==> src/rtl/ram_burst_master.sv <==
// ram_burst_master: turns one burst command into word writes/reads on the single-port RAM port.
// Optional feature: define RAM_MASTER_BOUNDS_EN to reject commands whose BASE+LEN crosses 2**AW.
module ram_burst_master #(
  parameter int AW     = 14,
  parameter int DW     = 22,
  parameter int RD_LAT = 1
) (
  input  logic          clk,
  input  logic          rst_n,
  input  logic          start,
  input  logic          cmd_we,
  input  logic [AW-1:0] base,
  input  logic [AW-1:0] len,
  output logic          busy,
  output logic          done,
  output logic          err,
  input  logic [DW-1:0] wd,
  input  logic          wd_valid,
  output logic          wd_ready,
  output logic [DW-1:0] rdata,
  output logic          rvalid,
  output logic [AW-1:0] ram_a,
  output logic [DW-1:0] ram_d,
  output logic          ram_rd,
  output logic          ram_wr,
  input  logic [DW-1:0] ram_s,
  output logic [2:0]    dbg_state
);

  // Handshakes: wd is consumed on a rising edge where wd_valid & wd_ready are both 1;
  // rvalid qualifies rdata for exactly one cycle per word and cannot be stalled.
  typedef enum logic [2:0] {
    S_IDLE  = 3'd0,
    S_WRITE = 3'd1,
    S_READ  = 3'd2,
    S_DRAIN = 3'd3,
    S_DONE  = 3'd4
  } state_t;

  state_t            state_q, state_d;
  logic [AW-1:0]     addr_q, cnt_q, len_q;
  logic [RD_LAT-1:0] tag_q;
  logic              reject, accept, wr_hs, last, pending;

`ifdef RAM_MASTER_BOUNDS_EN
  logic [AW:0] end_addr;
  logic        err_q;

  // A carry out of the AW-bit sum means the burst would wrap past the top address.
  assign end_addr = {1'b0, base} + {1'b0, len};
  assign reject   = end_addr[AW];
  assign err      = err_q;

  always_ff @(posedge clk or negedge rst_n) begin
    if (!rst_n) err_q <= 1'b0;
    else        err_q <= (state_q == S_IDLE) && start && reject;
  end
`else
  assign reject = 1'b0;
  assign err    = 1'b0;
`endif

  assign accept    = (state_q == S_IDLE) && start && !reject;
  assign wd_ready  = (state_q == S_WRITE);
  assign wr_hs     = wd_ready && wd_valid;
  assign last      = (cnt_q == len_q);
  assign pending   = ram_rd || (|tag_q);
  assign busy      = (state_q != S_IDLE);
  assign done      = (state_q == S_DONE);
  assign dbg_state = state_q;

  always_ff @(posedge clk or negedge rst_n) begin
    if (!rst_n) state_q <= S_IDLE;
    else        state_q <= state_d;
  end

  always_comb begin
    state_d = state_q;
    case (state_q)
      S_IDLE:  if (accept) state_d = cmd_we ? S_WRITE : S_READ;
      S_WRITE: if (wr_hs && last) state_d = S_DONE;
      S_READ:  if (last) state_d = S_DRAIN;
      // Leave only once nothing is in flight and the final word has just been presented.
      S_DRAIN: if (!pending && rvalid) state_d = S_DONE;
      S_DONE:  state_d = S_IDLE;
      default: state_d = S_IDLE;
    endcase
  end

  // Read-return tags: a 1 enters with every issued read and emerges RD_LAT cycles later.
  generate
    if (RD_LAT == 1) begin : g_tag1
      always_ff @(posedge clk or negedge rst_n) begin
        if (!rst_n) tag_q <= '0;
        else        tag_q <= ram_rd;
      end
    end else begin : g_tagn
      always_ff @(posedge clk or negedge rst_n) begin
        if (!rst_n) tag_q <= '0;
        else        tag_q <= {tag_q[RD_LAT-2:0], ram_rd};
      end
    end
  endgenerate

  always_ff @(posedge clk or negedge rst_n) begin
    if (!rst_n) begin
      addr_q <= '0;
      cnt_q  <= '0;
      len_q  <= '0;
      ram_a  <= '0;
      ram_d  <= '0;
      ram_rd <= 1'b0;
      ram_wr <= 1'b0;
      rdata  <= '0;
      rvalid <= 1'b0;
    end else begin
      ram_rd <= 1'b0;
      ram_wr <= 1'b0;
      rvalid <= tag_q[RD_LAT-1];
      if (tag_q[RD_LAT-1]) rdata <= ram_s;
      case (state_q)
        S_IDLE: begin
          if (accept) begin
            addr_q <= base;
            len_q  <= len;
            cnt_q  <= '0;
          end
        end
        S_WRITE: begin
          if (wr_hs) begin
            ram_wr <= 1'b1;
            ram_a  <= addr_q;
            ram_d  <= wd;
            addr_q <= addr_q + AW'(1);
            cnt_q  <= cnt_q + AW'(1);
          end
        end
        S_READ: begin
          ram_rd <= 1'b1;
          ram_a  <= addr_q;
          addr_q <= addr_q + AW'(1);
          cnt_q  <= cnt_q + AW'(1);
        end
        default: ;
      endcase
    end
  end

endmodule

==> config.mk <==
export PLATFORM = sky130hd
export DESIGN_NAME = ram_burst_master
export DESIGN_NICKNAME = d
export VERILOG_FILES = /design/src/rtl/ram_burst_master.sv
export SDC_FILE = /design/constraint.sdc
export NUM_CORES = 1
export LEC_CHECK = 0
export ABC_AREA = 1
export ABC_CLOCK_PERIOD_IN_PS = 3100
export BUFFER_PORTS_ARGS = -buffer_cell sky130_fd_sc_hd__clkbuf_2
export CORE_ASPECT_RATIO = 1.1
export CORE_MARGIN = 5
export CORE_UTILIZATION = 50
export DETAILED_ROUTE_END_ITERATION = 10
export GPL_TIMING_DRIVEN = 0
export PLACE_DENSITY = 0.77
export SLEW_MARGIN = 40
export SYNTH_ARGS = -nofsm -noshare
export SYNTH_HDL_FRONTEND = slang
export SYNTH_SLANG_ARGS = --single-unit
export TNS_END_PERCENT = 30
==> constraint.sdc <==
create_clock -name clk -period 3.1 [get_ports clk]
set_input_delay 0.155 -clock clk [delete_from_list [all_inputs] [get_ports clk]]
set_output_delay 0.155 -clock clk [all_outputs]
set_load 0.01 [all_outputs]
Word level (Yosys, flattened, before mapping):

Index checks and enable logic that the tools add are counted.

* mux-type cells: 17
* add/subtract/negate cells: 2
* reductions and logical operators: 15
* equal/unequal tests: 10

Operators by type and width (number)
* case mux 14 bit (3 select lines): 2
* two-way mux 14 bit: 5
* adder 14 x 1 -> 14 bit (second input constant): 2
* case mux 14 bit (2 select lines): 1
* == test 14 bit: 1
* two-way mux 3 bit: 4
* case mux 3 bit (4 select lines): 1
* == test 3 x 2 -> 1 bit (second input constant): 2
* != test 2 bit (second input constant): 3
* AND reduction 2 bit: 3
* nonzero test 3 bit: 2
* logical AND 1 bit: 4
* != test 2 x 1 -> 1 bit (second input constant): 2
* AND reduction 4 bit: 1
* == test 3 x 1 -> 1 bit (second input constant): 1
* == test 3 bit (second input constant): 1
* zero test 3 bit: 1
* two-way mux 1 bit: 3
* AND reduction 3 bit: 1
* two-way mux 2 bit: 1
* nonzero test 2 bit: 1
* zero test 1 bit: 1
* logical OR 1 bit: 1

* register bits: 107
* output and inout port bits: 68

Logic depth before layout (Yosys ltp):

* depth after elaboration: 5
* gate-level depth with buffers: 11
* mapped depth without buffers: 11

Least setup slack after synthesis:

Ideal clock, no wire load.

* path type: reg-to-reg
* from: register state_q[0], in the netlist dbg_state[0]
* to: register ram_d[10]
* setup time: 125 ps
* path slack: 1618 ps
* required time: 2975 ps
* period minus slack after synthesis: 1482 ps
* cell stages (with the launch flop): 7
* arrival: 1357 ps
* path through: dfrtp_1 -> inv_2 -> nor2_4 -> nand2_4 -> nor2_4 -> buf_4 -> mux2_2

* longest elaborated chain between the ends: 3

Ends and longest elaborated chain
* start, declared: line 40 `state_t state_q, state_d;`
* start signal, assigned: line 74 `else state_q <= state_d;`
* == test 3 x 1 -> 1 bit (*): line 64, 121
* logical AND 1 bit: line 65 `assign wr_hs = wd_ready && wd_valid;`
* AND reduction 2 bit (no source line) (*)
* end signal, assigned: line 133 `ram_d <= wd;`
* end, declared: line 23 `output logic [DW-1:0] ram_d,`

Every way passes the cells marked *; elsewhere a longest branch is shown, timed or not.
A chain may end at the register's enable or synchronous reset.

Worst setup path after layout:

* from: register state_q[1], in the netlist dbg_state[1]
* to: register len_q[5]

* longest elaborated chain between the ends: 3

Ends and longest elaborated chain
* zero test 3 bit (*): line 63, 121
* logical AND 1 bit: line 63 `assign accept = (state_q == S_IDLE) && start && !reject;`
* AND reduction 2 bit (no source line) (*)
* end signal, assigned: line 125 `len_q <= len;`
* end, declared: line 41 `logic [AW-1:0] addr_q, cnt_q, len_q;`

Marked as above.

==> impl_results.md <==
- Outcome: completed
- Post-synthesis sequential area ratio: 0.534
- Die ar.: 12100 µm²
- Initial Utilization: 0.510
- WL met2: 6620 µm
- Pin count of the biggest net entering global routing: 72
- Metal-1 WL: 5150 µm
- Top-area cell type share of the netlist area: 0.534
- Area grow syn2layout: 31.4%
- Gr usage total: 0.224
- Clock Latency Late Sink: 0.37 ns
- Pre-CTS setup slack: 1.43 ns
- Critical path depth in cells: 7
- YS warnings: 0
- Rel. slew slack: 0.664
- FF+latch area: 2680 µm²
- Number of port buffers: 143
- Synth unique cells: 32
- Grt ovf: 0
- Gate Count Post-Synth: 549
- Max-Cap Viols: 0
- Clk sinks: 107
- Final worst-path cycle share: 0.538
- Fmax: 599 MHz
- Reg2reg path depth: 7
- Min-delay worst type: primary input to flop
- Post-synth EDFFs: 0
- Antenna violations before repair: 0
- Drt via density: 5.07
- Most used DFF post-synth: dfrtp_1
- CTS Root Cell: clkbuf_8
- Metal3 WL: 660 µm
- Clk pwr share: 0.125
- Reg2Reg Setup Slack: 1.43 ns
- Most instantiated cells after synthesis: 159 x nand2_1, 107 x dfrtp_1, 49 x inv_1
- Final hold vios: 0
- Drt drc: 0
- Combinational share of power: 0.497
- Global-route wire length before repair: 21800 µm
- Sw Pwr: 2.83 mW
- CP top delay family: buffers and inverters
- Most Frequent Cell on Critical Path: nor2_1
- CTS tree: built
- Yosys reg bits: 107
- CP endpoint kind: flop
- R2R Path End: len_q[5]
- CP max stage cell: dfrtp_1
- Antenna-violating nets left: 0
- Area contributors post-synth: dfrtp_1 53%, nand2_1 12%, mux2_2 9.9%
- Critical Path RT: 3.34 ns
- Highest metal used: met4
- Clock Skews: 0.0111 ns
- Share of layout cells above drive strength 1: 0.314
- Area of the core: 9840 µm²
- Die X: 105 µm
- Leading area contributor after synthesis: dfrtp_1
- Buffer depth of the longest clock path: 2
- Multi-input gate area: 2000 µm²
- Unrepaired setup endpoints after global routing: no
- Number of global-route vias before repair: 4683
- Routed wire length: 13000 µm
- Fraction of registers with async set/reset: 1.00
- Count leader, synth: nand2_1
- Final nets: 832
- Final TNS setup: 0 ns
- Worst-path clk slew: 0.11 ns
- Crit path setup slack, layout: 1.43 ns
- H-tree levels: 3
- Post-synth net total: 628
- Worst EP arrival: 1.91 ns
- Switching Share: 0.432
- DR vias: 4454
- Tightest Pin Transition: 0.504 ns
- Vert. Die Dim: 115 µm
- IO Count: 145
- Crit. Startpoint: dbg_state[1]
- Total CTS buffers: 9
- Min Clock Period, post-route: 1.67 ns
- WL/cell: 14.8 µm
- Internal power: 3.72 mW
- Reg power frac: 0.378
- CP cell instances: inv_2 > nand2_1 > nor2_1 > inv_1 > nor2_1 > clkbuf_1 > o21ai_0
- Starting DRT DRC Count: 204
- Antenna cells: 0
- Cts repair resizes: 0
- Setup violations, final: 0
- Syn Area/Cell: 9.13 µm²
- Power per standard cell area: 994 nW/µm²
- Crit path kind: flop to flop
- CP Buf/Inv Count: 3
- Pins Over Slew Limit: 0
- FF-to-FF Start: dbg_state[1]
- Startpoint types: flop
- Max IR drop VDD: 0.404 mV
- Router iterations before antenna repair: 5
- Post-DP HPWL: 9350 µm
- Leak: 3.32 nW
- Row count: 38
- Crit-path max FO: 10
- CP endpoint: len_q[5]
- Fillers: 789
- RePlAce Congestion: 0.892
- Mapped Area: 5010 µm²
- Critical Path Max Stage Delay: 0.47 ns
## metal layers
| layer | track usage | vias to the layer above |
|---|---|---|
| met1 | 0.258 | 2075 |
| met5 | 0 | - |
| li1 | - | 2175 |
| met4 | 0.0980 | 0 |
| met3 | 0.0477 | 47 |
| met2 | 0.401 | 157 |
## cell usage in the layout, fill, tap and decap left out, types with 4 or more instances in the layout
| master | count |
|---|---|
| buf_6 | 4 |
| nor3_1 | 8 |
| nand4_1 | 13 |
| a21oi_1 | 7 |
| clkbuf_8 | 10 |
| inv_2 | 4 |
| nand2_1 | 159 |
| buf_2 | 5 |
| mux2_2 | 44 |
| clkbuf_2 | 142 |
| o21ai_0 | 31 |
| o21ai_1 | 14 |
| inv_1 | 49 |
| dlygate4sd3_1 | 49 |
| nor2_1 | 45 |
| dfrtp_1 | 107 |
| buf_4 | 7 |
| nand3_1 | 19 |
## registers in the layout, summed over array words and instances (netlist names)
signal	flops
ram_d	22
rdata	22
addr_q	14
cnt_q	14
len_q	14
ram_a	14
dbg_state	3
ram_rd	1
ram_wr	1
rvalid	1
tag_q	1
## per-stage QoR
stage,total power [mW],hold slack [ns],util,area [µm²],std cells
after floorplan,4.58,-0.141,-,5010,549
after global placement,5.55,0.364,0.598,5880,812
after detailed placement,5.71,0.0966,0.601,5920,813
after CTS,6.59,0.000456,0.668,6580,877
after global routing,7.08,0.00388,0.669,6590,878
final,6.55,0.0151,0.669,6590,878
## worst min path at each step
stage,slack (ns),end,cells past startpoint,from
floorplan,-0.14,addr_q[0],0,rst_n
global placement,0.36,len_q[8],3,len[8]
detailed placement,0.1,ram_d[2],1,rst_n
CTS,0.0005,len_q[2],3,len[2]
global route,0.004,ram_d[7],2,wd[7]
finish,0.02,rdata[10],2,ram_s[10]
## cell type report
type,count,area share
Sequential cell,107,0.406
Buffer,19,0.0203
Timing Repair Buffer,193,0.189
Multi-Input combinational cell,370,0.304
Clock buffer,10,0.0194
Inverter,53,0.0302
Clock inverter,6,0.00817
Tap cell,120,0.0228
## power by group through the flow
stage          combinational [mW]  sequential [mW]  clock [mW]
2_1_floorplan                1.96             2.62           0
3_3_place_gp                 3.11             2.45           0
3_5_place_dp                 3.22             2.50           0
4_1_cts                      3.27             2.47       0.852
5_1_grt                      3.62             2.57       0.902
6_report                     3.26             2.48       0.818
## cells by family after synthesis
group | after synthesis | share of synthesized area
AO/OA/AOI/OAI | 64 | 0.0736
buffers and inverters | 72 | 0.0664
AND/OR/NAND/NOR | 253 | 0.211
XOR/XNOR | 6 | 0.0105
multiplexers | 44 | 0.0988
flip-flops | 107 | 0.534
other | 1 | 0.000748
adder cells (fa/ha/maj) | 2 | 0.00499
## repair_timing
item,in CTS,in global routing
buffers inserted,0,0
hold endpoints to repair,83,1
hold buffers,48,1
No activity file was read; power rests on OpenSTA's default activity.
